## config.mk

```make
export PLATFORM = sky130hd
export DESIGN_NAME = fuzz_stim_engine
export DESIGN_NICKNAME = d
export VERILOG_FILES = /design/src/rtl/fuzz_pkg.sv /design/src/rtl/fuzz_lfsr32.sv /design/src/rtl/fuzz_stim_engine.sv
export SDC_FILE = /design/constraint.sdc
export NUM_CORES = 1
export LEC_CHECK = 0
export BUFFER_PORTS_ARGS = -buffer_cell sky130_fd_sc_hd__buf_4
export CORE_MARGIN = 8
export CORE_UTILIZATION = 58
export DETAILED_ROUTE_END_ITERATION = 6
export PLACE_DENSITY_LB_ADDON = 0.1
export SYNTH_ARGS = -nofsm -noshare
export SYNTH_HDL_FRONTEND = slang
export SYNTH_SLANG_ARGS = --single-unit
```

## constraint.sdc

```tcl
create_clock -name clk -period 7.55 [get_ports clk]
set_clock_uncertainty 0.1 [all_clocks]
set_input_delay 0 -clock clk [delete_from_list [all_inputs] [get_ports clk]]
set_output_delay 0 -clock clk [all_outputs]
set_load 0.02 [all_outputs]
```

## src/rtl/fuzz_pkg.sv

```systemverilog
// Shared types, constants and the LFSR step function for the fuzz stimulus engine.
package fuzz_pkg;

    typedef enum logic [1:0] {
        ST_IDLE = 2'd0,
        ST_HOLD = 2'd1,
        ST_RUN  = 2'd2,
        ST_DONE = 2'd3
    } fuzz_state_e;

    localparam logic [31:0] FUZZ_LFSR_TAPS = 32'h8020_0003;
    localparam logic [31:0] FUZZ_CH_SALT   = 32'h9E37_79B9;
    localparam logic [31:0] FUZZ_SIG_INIT  = 32'hFFFF_FFFF;

    // 32-bit Galois LFSR, shifting right.
    function automatic logic [31:0] lfsr32_step(input logic [31:0] s);
        return (s >> 1) ^ (s[0] ? FUZZ_LFSR_TAPS : 32'h0);
    endfunction

endpackage

```

## src/rtl/fuzz_lfsr32.sv

```systemverilog
// One 32-bit stimulus LFSR channel with load and advance controls.
module fuzz_lfsr32
    import fuzz_pkg::*;
(
    input  logic        clk,
    input  logic        rst,
    input  logic        load,
    input  logic [31:0] load_val,
    input  logic        adv,
    output logic [31:0] state
);

    // An all-zero state would lock the LFSR, so a zero load becomes 1.
    always_ff @(posedge clk or posedge rst) begin
        if (rst) begin
            state <= '0;
        end else if (load) begin
            state <= (load_val == '0) ? 32'h0000_0001 : load_val;
        end else if (adv) begin
            state <= lfsr32_step(state);
        end
    end

endmodule

```

## src/rtl/fuzz_stim_engine.sv

```systemverilog
// Seeded multi-channel stimulus engine: holds DUT reset, drives LFSR stimulus for
// num_cycles, optionally compacts dut_out into a MISR signature (FUZZ_MISR_EN).
module fuzz_stim_engine
    import fuzz_pkg::*;
#(
    parameter int NUM_CH = 4,
    parameter int CH_W   = 8,
    parameter int OUT_W  = 16,
    parameter int CNT_W  = 16
) (
    input  logic                     clk,
    input  logic                     rst,
    input  logic                     start,
    input  logic [31:0]              seed,
    input  logic [CNT_W-1:0]         num_cycles,
    input  logic [CNT_W-1:0]         rst_hold,
    input  logic [OUT_W-1:0]         dut_out,
    output logic [NUM_CH*CH_W-1:0]   stim_o,
    output logic                     stim_valid,
    output logic                     dut_rst,
    output logic                     busy,
    output logic                     done,
    output logic [CNT_W-1:0]         cycle_cnt,
    output logic [31:0]              signature
);

    fuzz_state_e      state;
    fuzz_state_e      state_next;
    logic [31:0]      seed_q;
    logic [CNT_W-1:0] num_q;
    logic [CNT_W-1:0] hold_left;
    logic             accept;
    logic             hold_last;
    logic             run_last;
    logic             lfsr_load;
    logic             lfsr_adv;
    logic [31:0]      load_base;

    assign accept    = start && ((state == ST_IDLE) || (state == ST_DONE));
    assign hold_last = (hold_left == CNT_W'(1));
    assign run_last  = (cycle_cnt == (num_q - CNT_W'(1)));

    always_ff @(posedge clk or posedge rst) begin
        if (rst) begin
            state <= ST_IDLE;
        end else begin
            state <= state_next;
        end
    end

    always_comb begin
        state_next = state;
        unique case (state)
            ST_IDLE, ST_DONE: begin
                if (start) begin
                    if (rst_hold != '0) begin
                        state_next = ST_HOLD;
                    end else if (num_cycles != '0) begin
                        state_next = ST_RUN;
                    end else begin
                        state_next = ST_DONE;
                    end
                end
            end
            ST_HOLD: begin
                if (hold_last) begin
                    state_next = (num_q != '0) ? ST_RUN : ST_DONE;
                end
            end
            ST_RUN: begin
                if (run_last) begin
                    state_next = ST_DONE;
                end
            end
            default: state_next = ST_IDLE;
        endcase
    end

    always_comb begin
        stim_valid = (state == ST_RUN);
        dut_rst    = (state == ST_IDLE) || (state == ST_HOLD);
        busy       = (state == ST_HOLD) || (state == ST_RUN);
        done       = (state == ST_DONE);
    end

    always_ff @(posedge clk or posedge rst) begin
        if (rst) begin
            seed_q    <= '0;
            num_q     <= '0;
            hold_left <= '0;
            cycle_cnt <= '0;
        end else if (accept) begin
            seed_q    <= seed;
            num_q     <= num_cycles;
            hold_left <= rst_hold;
            cycle_cnt <= '0;
        end else begin
            if (state == ST_HOLD) begin
                hold_left <= hold_left - CNT_W'(1);
            end
            if (state == ST_RUN) begin
                cycle_cnt <= cycle_cnt + CNT_W'(1);
            end
        end
    end

    // The LFSR register doubles as the stim_o flop, so seeding is deferred to
    // the edge that enters RUN and the final RUN edge does not advance: stim_o
    // then holds the last presented vector outside RUN.
    assign load_base = (state == ST_HOLD) ? seed_q : seed;
    assign lfsr_load = (state_next == ST_RUN) && (accept || (state == ST_HOLD));
    assign lfsr_adv  = (state == ST_RUN) && (state_next == ST_RUN);

    for (genvar c = 0; c < NUM_CH; c++) begin : g_ch
        logic [31:0] ch_state;

        fuzz_lfsr32 u_lfsr (
            .clk      (clk),
            .rst      (rst),
            .load     (lfsr_load),
            .load_val (load_base ^ (FUZZ_CH_SALT * 32'(c))),
            .adv      (lfsr_adv),
            .state    (ch_state)
        );

        assign stim_o[c*CH_W +: CH_W] = ch_state[CH_W-1:0];

        if (CH_W < 32) begin : g_hi
            logic unused_hi;
            assign unused_hi = ^ch_state[31:CH_W];
        end
    end

`ifdef FUZZ_MISR_EN
    always_ff @(posedge clk or posedge rst) begin
        if (rst) begin
            signature <= FUZZ_SIG_INIT;
        end else if (accept) begin
            signature <= FUZZ_SIG_INIT;
        end else if (state == ST_RUN) begin
            signature <= lfsr32_step(signature) ^ 32'(dut_out);
        end
    end
`else
    logic unused_dut_out;
    assign unused_dut_out = ^dut_out;
    assign signature      = FUZZ_SIG_INIT;
`endif

endmodule

```

======== After elaboration in Yosys (flattened, before gate mapping) ========
Cells that the tools add are included.
storage, ports and cells
  bits of input ports ..................... 83
  bits in registers ....................... 210
operators by class
  multiplexer cells ....................... 28
  bitwise logic cells ..................... 7
  reduce and logical (&&, ||, !) cells .... 19
  equal/unequal tests ..................... 6
  $add $sub $neg .......................... 3
operators with widths
  kind                   count
  $mux 32                17
  $logic_not 32->1       4
  $xor 31x32->32         4
  $mux 16                4
  $reduce_bool 16->1     3
  $sub 16x1->16 const B  2
  $not 20->20            1
  $not 19->19            1
  $not 18->18            1
  $add 16x1->16 const B  1
  $eq 16x1->1 const B    1
  $eq 16x16->1           1
  $mux 2                 4
  $eq 2x2->1 const B     3
  $pmux 2 s3             1
  $reduce_bool 2->1      3
  $logic_or 1x1->1       4
  $logic_and 1x1->1      3
  $eq 2x1->1 const B     1
  $logic_not 2->1        1
  $mux 1                 2
  $reduce_or 2->1        1

======== Longest topological paths before layout ========
  depth in word-level cells ............... 9
  mapped depth ............................ 13
  gate-level depth less buffers ........... 10

======== Hierarchy ========
Synthesis repeated with hierarchy kept, for this count alone.
unflattened totals
  cell total of the unflattened synthesis .. 1129
  area, all modules ....................... 11374.7 µm²
by module, submodules not included
  module            times used  cells an instance  area an instance (µm²)  sequential area each (µm²)
  fuzz_lfsr32       4           156                1597.8                  800.8
  fuzz_stim_engine  1           505                4983.5                  2052.0

======== Worst setup path after synthesis ========
OpenSTA, ideal clock, no wires.
  path kind ............................... register to register
  start point ............................. reg num_q[0]
  end point ............................... reg g_ch[1].u_lfsr.state[10]
  arrival ................................. 3016 ps
  path slack .............................. 4296 ps
  path buffers ............................ 2
  stages on the path, launching flop included .. 13
  data required time ...................... 7312 ps
  period minus slack after synthesis ...... 3254 ps
  cells stage by stage .................... dfrtp_1 inv_1 ha_1 clkbuf_1 or4b_2 or3_1 nor4_1 o211a_1 o221a_2 a21oi_1 inv_2 clkbuf_1 o22ai_1
between the ends
  longest elaborated chain between the ends .. 7
  elaborated cells on any way between the ends .. 12
  those cells by class .................... 1 x add/sub; 2 x eq/ne; 5 x mux; 4 x reduce/logical
RTL lines
  element                                              line                                              RTL
  from (decl)                                          fuzz_stim_engine.sv:30                            logic [CNT_W-1:0] num_q;
  from (signal assigned)                               fuzz_stim_engine.sv:94                            num_q <= num_cycles;
  $sub 16x1->16 or $reduce_bool 16->1 (tied branches)  fuzz_stim_engine.sv:41, fuzz_stim_engine.sv:67
  $eq 16x16->1 or $mux 1 (tied branches)               fuzz_stim_engine.sv:41, fuzz_stim_engine.sv:67
  $mux 2, on equally long branches                     fuzz_stim_engine.sv:71, fuzz_stim_engine.sv:66
  $pmux 2 s3 (*)                                       fuzz_stim_engine.sv:53                            unique case (state)
  $eq 2x2->1 (*)                                       fuzz_stim_engine.sv:111, fuzz_stim_engine.sv:112
  $logic_and 1x1->1, on equally long branches          fuzz_stim_engine.sv:111, fuzz_stim_engine.sv:112
  $mux 32 or $reduce_bool 2->1 (tied branches)         -
  to (signal assigned)                                 fuzz_lfsr32.sv:18                                 state <= (load_val == '0) ? 32'h0000_0001 : load_val;
  to (signal assigned)                                 fuzz_lfsr32.sv:20                                 state <= lfsr32_step(state);
  to (decl)                                            fuzz_lfsr32.sv:10                                 output logic [31:0] state
Mark *: on every way between the ends. The rest lies on a longest branch, timed or not.
A chain may end at the register's enable or synchronous reset.

======== Worst setup path in the final report ========
  start point ............................. reg hold_left[2]
  end point ............................... reg g_ch[3].u_lfsr.state[19]
between the ends
  longest elaborated chain between the ends .. 6
  elaborated cells on any way between the ends .. 8
  those cells by class .................... 2 x eq/ne; 3 x mux; 3 x reduce/logical
RTL lines
  element                                       line                                              RTL
  from (decl)                                   fuzz_stim_engine.sv:31                            logic [CNT_W-1:0] hold_left;
  from (signal assigned)                        fuzz_stim_engine.sv:95                            hold_left <= rst_hold;
  from (signal assigned)                        fuzz_stim_engine.sv:99                            hold_left <= hold_left - CNT_W'(1);
  $eq 16x1->1 (*)                               fuzz_stim_engine.sv:40                            assign hold_last = (hold_left == CNT_W'(1));
  $mux 2 (*)                                    fuzz_stim_engine.sv:66                            if (hold_last) begin
  $pmux 2 s3 (*)                                fuzz_stim_engine.sv:53
  $eq 2x2->1 (*)                                fuzz_stim_engine.sv:111, fuzz_stim_engine.sv:112
  $logic_and 1x1->1, on equally long branches   fuzz_stim_engine.sv:111, fuzz_stim_engine.sv:112
  $mux 32 or $reduce_bool 2->1 (tied branches)  -
  to (signal assigned)                          fuzz_lfsr32.sv:18
  to (signal assigned)                          fuzz_lfsr32.sv:20
  to (decl)                                     fuzz_lfsr32.sv:10
Marks and branches as above.

==> results.ini <==
[outcome]
outcome=finished, final reports clean

[min_path]
worstHoldPathCells=4
hold_path_class=in -> reg

[global_route]
global_route_wire_length_before_repair_mm=47.0
grt_util_all_layers=0.240
number_of_global_route_vias_before_repair=8583
grt_start_max_net_pins=128
grt_antenna_before_repair=1
grt-ovfl-total=0

[yosys]
synth_top_cells_by_area=sky130_fd_sc_hd__dfrtp_1 (47%), sky130_fd_sc_hd__a2bb2oi_1 (5.8%), sky130_fd_sc_hd__mux2_2 (4.8%), sky130_fd_sc_hd__buf_4 (4.6%), sky130_fd_sc_hd__o22ai_1 (3.9%)
synth_top_flop_cell=sky130_fd_sc_hd__dfrtp_1
synth_cell_type_count=59
synth.cells.most_frequent=sky130_fd_sc_hd__dfrtp_1 (210), sky130_fd_sc_hd__o21ai_0 (78), sky130_fd_sc_hd__a2bb2oi_1 (73)
edff_count_synth=0
postSynthAreaPerCell_um2=10.5
seq_area_frac_synth=0.473
ys_ff_latch=210
post-synth-top-count-cell=sky130_fd_sc_hd__dfrtp_1
synth-warning-count=0
synth.largest_area_cell=sky130_fd_sc_hd__dfrtp_1
gate_count_of_the_mapped_netlist=1063
syn-cell-area_mm2=0.0111
share_of_async_settable_or_async_resettable_flops_after_synthesis=1.00
portion_of_synthesized_cell_area_occupied_by_the_leading_cell_type=0.473

[timing]
final.min_clock_period_ps=4460
rsz0062_at_grt=no
final.period_utilization=0.591
hold_viol_final=0
worst_pin_slew_ps=1100
hold-worst-slack_ps=140
summed_negative_setup_slack_over_all_endpoints_ps=0
setup-violations-final=0
timing.final.max_slew_violations=0
slew_headroom=0.267
achievable_clock_frequency_mhz=224

[setup_path]
cp_slowest_cell=sky130_fd_sc_hd__buf_4
cp_cell_sequence=or4_1 -> or4b_1 -> o21a_1 -> o211a_1 -> o221a_2 -> a21oi_4 -> buf_4 -> a2bb2oi_1
cp_top_family=compound AO/OA/AOI/OAI gates
critPathLaunchType=flip-flop
crit_path_end_kind=flip-flop
r2r.worst_path.cells=8
timing.critical_path.slowest_cell_delay_ps=830
worst_setup_path_endpoint=g_ch[3].u_lfsr.state[19]
critical_path_arrival_ps=4690
worstPathMaxFanout=72
rr_endpoint=g_ch[3].u_lfsr.state[19]
timing.critical_path.required_ps=7780
worst_setup_path_startpoint=hold_left[2]
worst-path-stages=8
critical_path.reg2reg.startpoint=hold_left[2]
path_buf_inv=1
setup.worst_path.class=reg -> reg
reg2reg_slack_ps=3090

[floorplan]
placement_rows=50
die-height_um=154
design.core.area_mm2=0.0188
floorplan.die_area_mm2=0.0238
initial_core_util=0.592
die_width_um=154
io_pins=167

[placement]
place.detailed.instances=1314
gpl.final_weighted_congestion=0.833
dp_hpwl_mm=18.4
dpl_cell_area_mm2=0.0117
place.port_buffers=118

[finish]
fillers=1415
design_area_mm2=0.0131
layout.area.seq_mm2=0.00526
final_layout_size_suffix_gt1_frac=0.204
fin_util=0.697
area_growth_syn_to_layout_pct=17.8
multi_input_comb_area_mm2=0.00503
net_count_final=1262
layout.cells.non_filler=1418

[route]
drcViolationCount=0
postRouteAntennaNets=0
post_drt_wl_per_cell_um=20.3
detail_route.vias_per_cell=6.10
finalWirelength_mm=28.8
dr.first_iter.drc_count=635
vias=8655
drt-pass1-iter-count=4

[clocking]
clock_tree.root_cell=sky130_fd_sc_hd__clkbuf_16
number_of_cts_inserted_buffers=24
cts_sinks=210
clock_tree.buffer_depth=3
post-cts-setup-buffers=0
clkLatencyLatePin_ps=510
cts.htree.levels=1
cts_tree=done
worst_setup_hold_path_clk_slew_ps=60

[power_and_ir_drop]
leakagePower_nw=5.43
power_per_unit_of_standard_cell_area_mw_per_mm2=474
ir_worst_vdd_uv=426

[run]
timing.max_cap.violations=0

-- how the worst min path moves through the flow --
stage	from	end	slack, ps
after global routing	rst_hold[6]	hold_left[6]	160
after global placement	rst_hold[6]	hold_left[6]	120
after CTS	rst_hold[2]	hold_left[2]	120
after floorplan	rst_hold[6]	hold_left[6]	20
after detailed placement	rst_hold[2]	hold_left[2]	120
final	rst_hold[2]	hold_left[2]	140
-- per-stage QoR --
step                      power [mW]  setup slack, ps
final                           6.20             3090
after global routing            6.60             2890
after CTS                       6.22             3140
after detailed placement        5.05             3180
after global placement          4.99             3210
after floorplan                 4.47             1710
-- flip-flops by register name, summed over array words and instances, names as in the netlist --
name	flops
num_q	16
cycle_cnt	16
g_ch.u_lfsr.state	128
hold_left	16
state	2
seed_q	32
-- what timing repair did --
action | 4_1_cts | 5_1_grt
hold buffers | 65 | 0
resized for setup | 0 | 0
hold endpoints to repair | 215 | 0
setup endpoints to repair | 0 | 0
-- layout by cell type, fill, tap and decap left out, types with 3 or more instances in the layout --
| cell | count |
|---|---|
| sky130_fd_sc_hd__dfrtp_1 | 210 |
| sky130_fd_sc_hd__o2bb2ai_1 | 4 |
| sky130_fd_sc_hd__clkbuf_16 | 25 |
| sky130_fd_sc_hd__a211oi_1 | 7 |
| sky130_fd_sc_hd__xor2_1 | 29 |
| sky130_fd_sc_hd__nor3_1 | 19 |
| sky130_fd_sc_hd__and4_1 | 8 |
| sky130_fd_sc_hd__nor4b_1 | 3 |
| sky130_fd_sc_hd__inv_1 | 41 |
| sky130_fd_sc_hd__nor2_1 | 42 |
| sky130_fd_sc_hd__a21oi_1 | 34 |
| sky130_fd_sc_hd__o32ai_1 | 3 |
| sky130_fd_sc_hd__o21ai_0 | 78 |
| sky130_fd_sc_hd__and3_1 | 8 |
| sky130_fd_sc_hd__mux2_2 | 47 |
| sky130_fd_sc_hd__o22ai_1 | 70 |
| sky130_fd_sc_hd__xnor2_1 | 29 |
| sky130_fd_sc_hd__nand3_1 | 12 |
| sky130_fd_sc_hd__a2bb2oi_1 | 73 |
| sky130_fd_sc_hd__mux2i_1 | 33 |
| sky130_fd_sc_hd__dlygate4sd3_1 | 65 |
| sky130_fd_sc_hd__ha_1 | 7 |
| sky130_fd_sc_hd__or4_1 | 6 |
| sky130_fd_sc_hd__nand4_1 | 10 |
| sky130_fd_sc_hd__nand2_1 | 57 |
| sky130_fd_sc_hd__a32oi_1 | 3 |
| sky130_fd_sc_hd__a22oi_1 | 3 |
| sky130_fd_sc_hd__a2bb2oi_2 | 25 |
| sky130_fd_sc_hd__clkbuf_1 | 8 |
| sky130_fd_sc_hd__conb_1 | 32 |
| sky130_fd_sc_hd__buf_4 | 126 |
| sky130_fd_sc_hd__or3_1 | 7 |
| sky130_fd_sc_hd__nor4_1 | 16 |
-- report_power, final --
group / switching [mW] / leakage [nW] / total, mW / internal [mW]
clock network: 0.435 / 0.357 / 1.11 / 0.677
registers: 0.428 / 2.42 / 2.10 / 1.67
logic: 1.64 / 2.65 / 3.00 / 1.36
total: 2.50 / 5.43 / 6.20 / 3.71
-- kinds of logic (layout without fill, tap and decap cells) --
family | count (synthesis) | in the layout | synth area share
and+or+nand+nor | 203 | 203 | 0.0929
buffers and inverters | 183 | 271 | 0.0892
other | 1 | 34 | 0.000337
adders and majority gates | 8 | 8 | 0.00901
DFF | 210 | 210 | 0.473
muxes | 80 | 80 | 0.0774
AOI/OAI and AO/OA | 320 | 320 | 0.213
xor gates and xnor gates | 58 | 58 | 0.0457
-- routing by layer --
layer  GRT usage  share of wire
met1       0.348           0.46
met2       0.359           0.45
met3      0.0488          0.071
met4      0.0663          0.019
met5           0              0
-- final cells by class --
cell class	instances	share of cell area
diodes	2	0.000382
flip-flops and latches	210	0.402
clock inverters	3	0.00497
well taps	234	0.0224
inverters	43	0.0129
multi-input cells	701	0.385
clock buffers	34	0.0512
repair buffers	191	0.122
-- worst register-to-register path, stage by stage, from the launching register on --
cell	delay (ps)
sky130_fd_sc_hd__dfrtp_1	430
sky130_fd_sc_hd__or4_1	590
sky130_fd_sc_hd__or4b_1	560
sky130_fd_sc_hd__o21a_1	200
sky130_fd_sc_hd__o211a_1	240
sky130_fd_sc_hd__o221a_2	380
sky130_fd_sc_hd__a21oi_4	750
sky130_fd_sc_hd__buf_4	850
sky130_fd_sc_hd__a2bb2oi_1	190
No activity file was read; power rests on OpenSTA's default activity.
